### src/rtl/dmem_arbiter.sv
// Round-robin two-port arbiter for the 64-word data memory; partial stores
// become a read-modify-write because the array only accepts full-word writes.
module dmem_arbiter (
  input  logic        clk,
  input  logic        reset,
  input  logic        m0_req,
  input  logic        m0_we,
  input  logic [3:0]  m0_be,
  input  logic [31:0] m0_addr,
  input  logic [31:0] m0_wdata,
  output logic        m0_ack,
  output logic [31:0] m0_rdata,
  input  logic        m1_req,
  input  logic        m1_we,
  input  logic [3:0]  m1_be,
  input  logic [31:0] m1_addr,
  input  logic [31:0] m1_wdata,
  output logic        m1_ack,
  output logic [31:0] m1_rdata,
  output logic        mem_read,
  output logic        mem_write,
  output logic [31:0] mem_addr,
  output logic [31:0] mem_wdata,
  input  logic [31:0] mem_rdata
);

  typedef enum logic [1:0] {S_IDLE, S_ACCESS, S_RMW_WR, S_DONE} state_t;

  state_t      r_state;
  logic        r_grant;
  logic        r_last_grant;
  logic        r_lat_we;
  logic [3:0]  r_lat_be;
  logic [31:0] r_lat_wdata;
  logic [31:0] r_merged;
  logic        r_ack0;
  logic        r_ack1;
  logic [31:0] r_rdata0;
  logic [31:0] r_rdata1;
  logic        r_mem_read;
  logic        r_mem_write;
  logic [31:0] r_mem_addr;
  logic [31:0] r_mem_wdata;

  logic        w_sel;
  logic        w_sel_we;
  logic [3:0]  w_sel_be;
  logic [31:0] w_sel_addr;
  logic [31:0] w_sel_wdata;
  logic        w_sel_full;
  logic        w_sel_partial;
  logic        w_lat_partial;
  logic [31:0] w_be_mask;
  logic [31:0] w_merged;
  logic        w_unused_addr_lsb;

  // A tie goes to the port that was not served last.
  assign w_sel       = (m0_req && m1_req) ? ~r_last_grant : m1_req;
  assign w_sel_we    = w_sel ? m1_we    : m0_we;
  assign w_sel_be    = w_sel ? m1_be    : m0_be;
  assign w_sel_addr  = w_sel ? m1_addr  : m0_addr;
  assign w_sel_wdata = w_sel ? m1_wdata : m0_wdata;

  assign w_sel_full    = w_sel_we && (w_sel_be == 4'hF);
  assign w_sel_partial = w_sel_we && (w_sel_be != 4'h0) && (w_sel_be != 4'hF);
  assign w_lat_partial = r_lat_we && (r_lat_be != 4'h0) && (r_lat_be != 4'hF);

  assign w_be_mask = {{8{r_lat_be[3]}}, {8{r_lat_be[2]}}, {8{r_lat_be[1]}}, {8{r_lat_be[0]}}};
  assign w_merged  = (r_lat_wdata & w_be_mask) | (mem_rdata & ~w_be_mask);

  assign w_unused_addr_lsb = ^{w_sel_addr[1:0]};

  always_ff @(posedge clk or negedge reset) begin
    if (!reset) begin
      r_state      <= S_IDLE;
      r_grant      <= 1'b0;
      r_last_grant <= 1'b1;
      r_lat_we     <= 1'b0;
      r_lat_be     <= 4'h0;
      r_lat_wdata  <= 32'h0;
      r_merged     <= 32'h0;
      r_ack0       <= 1'b0;
      r_ack1       <= 1'b0;
      r_rdata0     <= 32'h0;
      r_rdata1     <= 32'h0;
      r_mem_read   <= 1'b0;
      r_mem_write  <= 1'b0;
      r_mem_addr   <= 32'h0;
      r_mem_wdata  <= 32'h0;
    end else begin
      case (r_state)
        S_IDLE: begin
          if (m0_req || m1_req) begin
            r_grant     <= w_sel;
            r_lat_we    <= w_sel_we;
            r_lat_be    <= w_sel_be;
            r_lat_wdata <= w_sel_wdata;
            r_mem_read  <= !w_sel_we || w_sel_partial;
            r_mem_write <= w_sel_full;
            r_mem_addr  <= {w_sel_addr[31:2], 2'b00};
            r_mem_wdata <= w_sel_full ? w_sel_wdata : 32'h0;
            r_state     <= S_ACCESS;
          end
        end
        S_ACCESS: begin
          if (!r_lat_we) begin
            if (r_grant) r_rdata1 <= mem_rdata;
            else         r_rdata0 <= mem_rdata;
          end
          if (w_lat_partial) begin
            r_merged    <= w_merged;
            r_mem_read  <= 1'b0;
            r_mem_write <= 1'b1;
            r_mem_wdata <= w_merged;
            r_state     <= S_RMW_WR;
          end else begin
            r_mem_read  <= 1'b0;
            r_mem_write <= 1'b0;
            r_mem_addr  <= 32'h0;
            r_mem_wdata <= 32'h0;
            r_ack0      <= !r_grant;
            r_ack1      <= r_grant;
            r_state     <= S_DONE;
          end
        end
        S_RMW_WR: begin
          r_mem_read  <= 1'b0;
          r_mem_write <= 1'b0;
          r_mem_addr  <= 32'h0;
          r_mem_wdata <= 32'h0;
          r_ack0      <= !r_grant;
          r_ack1      <= r_grant;
          r_state     <= S_DONE;
        end
        S_DONE: begin
          r_ack0       <= 1'b0;
          r_ack1       <= 1'b0;
          r_last_grant <= r_grant;
          r_state      <= S_IDLE;
        end
        default: r_state <= S_IDLE;
      endcase
    end
  end

  assign m0_ack    = r_ack0;
  assign m1_ack    = r_ack1;
  assign m0_rdata  = r_rdata0;
  assign m1_rdata  = r_rdata1;
  assign mem_read  = r_mem_read;
  assign mem_write = r_mem_write;
  assign mem_addr  = r_mem_addr;
  assign mem_wdata = r_mem_wdata;

endmodule
### config.mk
export PLATFORM = sky130hd
export DESIGN_NAME = dmem_arbiter
export DESIGN_NICKNAME = d
export VERILOG_FILES = /design/src/rtl/dmem_arbiter.sv
export SDC_FILE = /design/constraint.sdc
export NUM_CORES = 1
export LEC_CHECK = 0
export BUFFER_PORTS_ARGS = -buffer_cell sky130_fd_sc_hd__buf_2
export CAP_MARGIN = 0
export CORE_AREA = 10 10 104 175
export CTS_CLUSTER_DIAMETER = 80
export CTS_CLUSTER_SIZE = 16
export DETAILED_ROUTE_END_ITERATION = 10
export DIE_AREA = 0 0 114 185
export GPL_ROUTABILITY_DRIVEN = 0
export PLACE_DENSITY = 0.84
export SLEW_MARGIN = 20
export SYNTH_ARGS = -nofsm -noshare
export SYNTH_HDL_FRONTEND = slang
export SYNTH_SLANG_ARGS = --single-unit
### constraint.sdc
create_clock -name clk -period 3.8 [get_ports clk]
set_input_delay 0.76 -clock clk [delete_from_list [all_inputs] [get_ports clk]]
set_output_delay 0.76 -clock clk [all_outputs]
set_load 0.02 [all_outputs]
After elaboration in Yosys (flattened, before gate mapping)
Cells that the tools add are included.

Register bits: 173. Logic and storage cells: 77.

Equality and inequality tests: 8. Multiplexer cells: 24. Bitwise gates (word level): 7. Reduce and logical (&&, ||, !) cells: 24.

Operators by type and width (number): $mux 32 (7); $pmux 32 s3 (2); $and 32x32->32 (2); $not 32->32 (1); $or 32x32->32 (1); $pmux 1 s3 (3); $reduce_and 3->1 (3); $mux 1 (8); $ne 4x4->1 const B (2); $pmux 2 s4 (1); $reduce_and 2->1 (4); $reduce_bool 4->1 (2); $logic_and 1x1->1 (6); $reduce_bool 3->1 (2); $eq 2x2->1 const B (2); $eq 4x4->1 const B (1); $mux 4 (1); $ne 2x2->1 const B (2); $not 1->1 (3); $eq 2x1->1 const B (1); $logic_not 1->1 (2); $logic_not 2->1 (1); $logic_or 1x1->1 (2); $mux 2 (1); other kinds (3) (3).

Logic depth before layout (Yosys ltp)
Depth after elaboration: 9. Depth in mapped cells: 8.

Worst setup path before layout
Ideal clock, no wire load.

Path type: input port to flip-flop. Start point: in m1_req. End point: reg r_mem_wdata[15], in the netlist mem_wdata[15]. Setup time: 0.086 ns. Data arrival time: 1.869 ns. Data required time: 3.714 ns. Path slack: 1.846 ns. Stages: 6. Buffers on the path: 2. Cell sequence: a21bo_2 buf_4 nand3_1 a211o_4 buf_6 o221ai_2.

Longest elaborated chain between the ends: 8. Elaborated cells on any way between the ends: 13.

RTL lines: start, declared (RTL line 13) `input logic m1_req,`; $logic_and 1x1->1 (RTL line 58) `assign w_sel = (m0_req && m1_req) ? ~r_last_grant : m1_req;`; $mux 1 (RTL line 58); $mux 4 (RTL line 60) `assign w_sel_be = w_sel ? m1_be : m0_be;`; $eq 4x4->1 (RTL line 64) `assign w_sel_full = w_sel_we && (w_sel_be == 4'hF);`; $logic_and 1x1->1 (RTL line 64); $mux 32 (RTL line 101) `r_mem_wdata <= w_sel_full ? w_sel_wdata : 32'h0;`; $mux 32 (RTL line 93) `if (m0_req || m1_req) begin`; $pmux 32 s3 (RTL line 91) `case (r_state)`; end signal, assigned (RTL line 101); end signal, assigned (RTL line 114) `r_mem_wdata <= w_merged;`; end, declared (RTL line 43) `logic [31:0] r_mem_wdata;`.

Parallel ways exist; a longest one is shown, timed or not. The select of a mux whose other input is x is not followed. A chain may end at the register's enable or synchronous reset.

Final worst setup path
Start point: reg r_state[1]. End point: reg r_mem_wdata[1], in the netlist mem_wdata[1].

Longest elaborated chain between the ends: 3. Elaborated cells on any way between the ends: 7.

RTL lines: start, declared (RTL line 29) `state_t r_state;`; start signal, assigned (RTL line 75) `r_state <= S_IDLE;`; start signal, assigned (RTL line 102) `r_state <= S_ACCESS;`; start signal, assigned (RTL line 115) `r_state <= S_RMW_WR;`; $eq 2x1->1 (tied with other cells); $reduce_bool 3->1 (no source line) / $ne 2x2->1 (equally long branches); $reduce_and 2->1 (no source line).

Parallel ways exist; a longest one is shown, timed or not.

==> impl_metrics.ini <==
[floorplan]
row_count = 60
fp.coreArea_um2 = 15300
start_util_pct = 51.7
die_w_um = 114
dieArea_um2 = 21100
ioPinCount = 306
die_y_um = 185

[critical_path]
crit_type = flip-flop to flip-flop
r2r_slack_ps = 1090
start_kind = flip-flop
critical_path_required_ps = 4050
cp_top_family = simple AND/OR/NAND/NOR gates
arrival_ps = 2960
crit_slowest_cell = or2_2
path_cells = inv_1, ha_1, nor3b_4, or2_2, a211o_4, o221ai_1
slowest_delay_ps = 530
crit_path_end_kind = flip-flop
crit_fanout = 33
crit_buf_inv = 1

[yosys]
yosysSeqAreaShare_pct = 54.1
yosysMostFrequentCell = dfrtp_1
synth_edf_count = 0
synth-main-ff-cell = dfrtp_1
synth-async-reset-ratio_pct = 100
netlist_top_cells_count = 170 x dfrtp_1, 96 x mux2i_1, 72 x nand2_1, 72 x o21ai_0, 69 x mux2_2
yosysUniqueCellTypes = 39
avgSynthCellArea_um2 = 12.4
ys_top_cells_by_area = dfrtp_1 54%, mux2i_1 12%, mux2_2 9.8%, o21ai_0 4.6%, o221ai_2 3.6%
synthCells = 637
yosysTopAreaCell = dfrtp_1
yosysTopAreaCellShare_pct = 53.7
ys_ff_latch = 171
yosys_warnings = 0
synth_area_um2 = 7920

[drt]
first_pass_iters = 5
drtIter0Drc = 274
wl_per_cell_um = 21.2
routed_via_density = 5.67
routed_wl_mm = 23.7
drc = 0
via_count = 6317
drtAntennaViolNets = 0

[timing]
min_period_ps = 2710
finalCritPeriodShare_pct = 71.3
clock.fmax_mhz = 369
tightest_slew_ps = 1020
maxSlewHeadroom_pct = 32.0
maxSlewViolCount = 0
setup_viol = 0
skew_ps = 11.6
rsz0062_at_grt = no
setup_ws_ps = 1090
setup-tns-final_ps = 0
hold_violations = 0

[pwr]
p_per_area_nw_per_um2 = 844
power.total_uw = 8510
peakVddDrop_v = 0.000469
power.leakage_uw = 0.00506

[final_layout]
seqCellArea_um2 = 4280
multi_input_area_um2 = 3380
antenna_cells = 0
fill_cells = 1193
drive_gt1_share_pct = 47.8
syn_to_final_growth_pct = 27.3
nets = 1094

[cts]
cts.sinks = 171
hold_buffers = 0
cts_resized = 0
numCtsBuffers = 17
path_clk_slew_ps = 70
clk_latency_ps = 420
htreeDepth = 4
cts-root-buf = clkbuf_16
clockBufferDepth = 2
cts_tree = done
postCtsSetupBuffers = 0

[grt]
grt_start_max_net_pins = 105
grt_pass1_vias = 6834
globalRouteTotalUtil_pct = 21.9
antenna_found_initial = 0
grt_pass1_wl_mm = 36.8
grt_overflow = 0

[place]
io_buffers = 299
dp_hpwl_mm = 17.7
detailedPlace.worstSlack_ps = 1060

[outcome]
status = completed

[flow_run]
maxCapViolations = 0

[worst_hold_path]
hp-class = input pin to async pin
-- report_power, final --
| group | leakage [µW] | internal [µW] | switching, µW |
|---|---|---|---|
| Combinational | 0.00264 | 1430 | 2280 |
| Sequential | 0.00214 | 2610 | 497 |
| Clock | 0.000282 | 907 | 791 |
| Total | 0.00506 | 4950 | 3560 |
-- per-layer routing --
metal / vias up / global-route usage, % / share of wire (%)
met4: 0 / 8.96 / 2.8
met2: 280 / 39.3 / 54
met3: 36 / 6.96 / 8.1
met1: 3101 / 22.6 / 35
met5: - / 0 / 0
li1: 2900 / - / -
-- cell usage in the layout (no fill, tap or decap), types with 2 or more instances in the layout --
master / Yosys / final
nor4_1: 2 / 2
o221ai_1: 10 / 10
clkbuf_8: 0 / 2
o31ai_1: 29 / 29
dfrtp_1: 170 / 170
o221ai_2: 19 / 19
buf_2: 15 / 298
nand4_1: 3 / 3
o211ai_1: 4 / 4
nand2_1: 72 / 72
conb_1: 1 / 2
and4_1: 3 / 3
nor2_1: 5 / 5
mux2_2: 69 / 69
inv_8: 0 / 3
buf_4: 5 / 11
o21ai_0: 72 / 71
inv_6: 0 / 6
ha_1: 4 / 4
nand3_1: 5 / 4
o41ai_1: 2 / 2
inv_1: 3 / 3
mux2i_1: 96 / 96
clkbuf_16: 0 / 17
-- area by class of cell --
type                    instances  share of cell area, %
inverters                       3                  0.112
repair buffers                311                   15.9
flip-flops and latches        171                   42.5
clock inverters                12                   1.18
well taps                     186                   2.31
multi-input cells             412                   33.5
clock buffers                  20                   4.53
-- per-stage QoR --
stage	std cells	area, µm²	utilization (%)	hold slack [ps]
finish	1115	10100	65.8	409
global placement	1083	9510	62.1	457
detailed placement	1083	9510	62.1	471
global route	1115	10100	65.8	501
floorplan	638	7920	-	444
CTS	1115	10100	65.8	475
-- cells by family after synthesis --
kind of cell    after synthesis  synth area share (%)
flops                       171                  54.1
mux                         165                  21.9
compound gates              144                  13.7
simple gates                 97                  5.77
buf+inv                      55                  3.84
fa+ha+maj                     4                 0.632
other cells                   1                0.0474
-- path summary, 6_finish.rpt --
path | startpoint | to | cells after the start
max | r_state[1] | mem_wdata[1] | 6
min | reset | mem_addr[25] | 1
max reg2reg | r_state[1] | mem_wdata[1] | 6
min reg2reg | r_lat_wdata[30] | r_lat_wdata[30] | 2
max in group asynchronous | reset | m0_rdata[23] | 2
min in group clk | r_lat_wdata[30] | r_lat_wdata[30] | 2
-- state kept, by name, indices dropped and copies added, names as in the netlist --
| register | cells |
|---|---|
| r_grant | 1 |
| mem_write | 1 |
| r_last_grant | 1 |
| mem_wdata | 32 |
| r_lat_wdata | 32 |
| m1_ack | 1 |
| m0_ack | 1 |
| mem_read | 1 |
| r_state | 2 |
| m0_rdata | 32 |
| r_lat_we | 1 |
| mem_addr | 30 |
| m1_rdata | 32 |
| r_lat_be | 4 |
No activity file was read; power rests on OpenSTA's default activity.
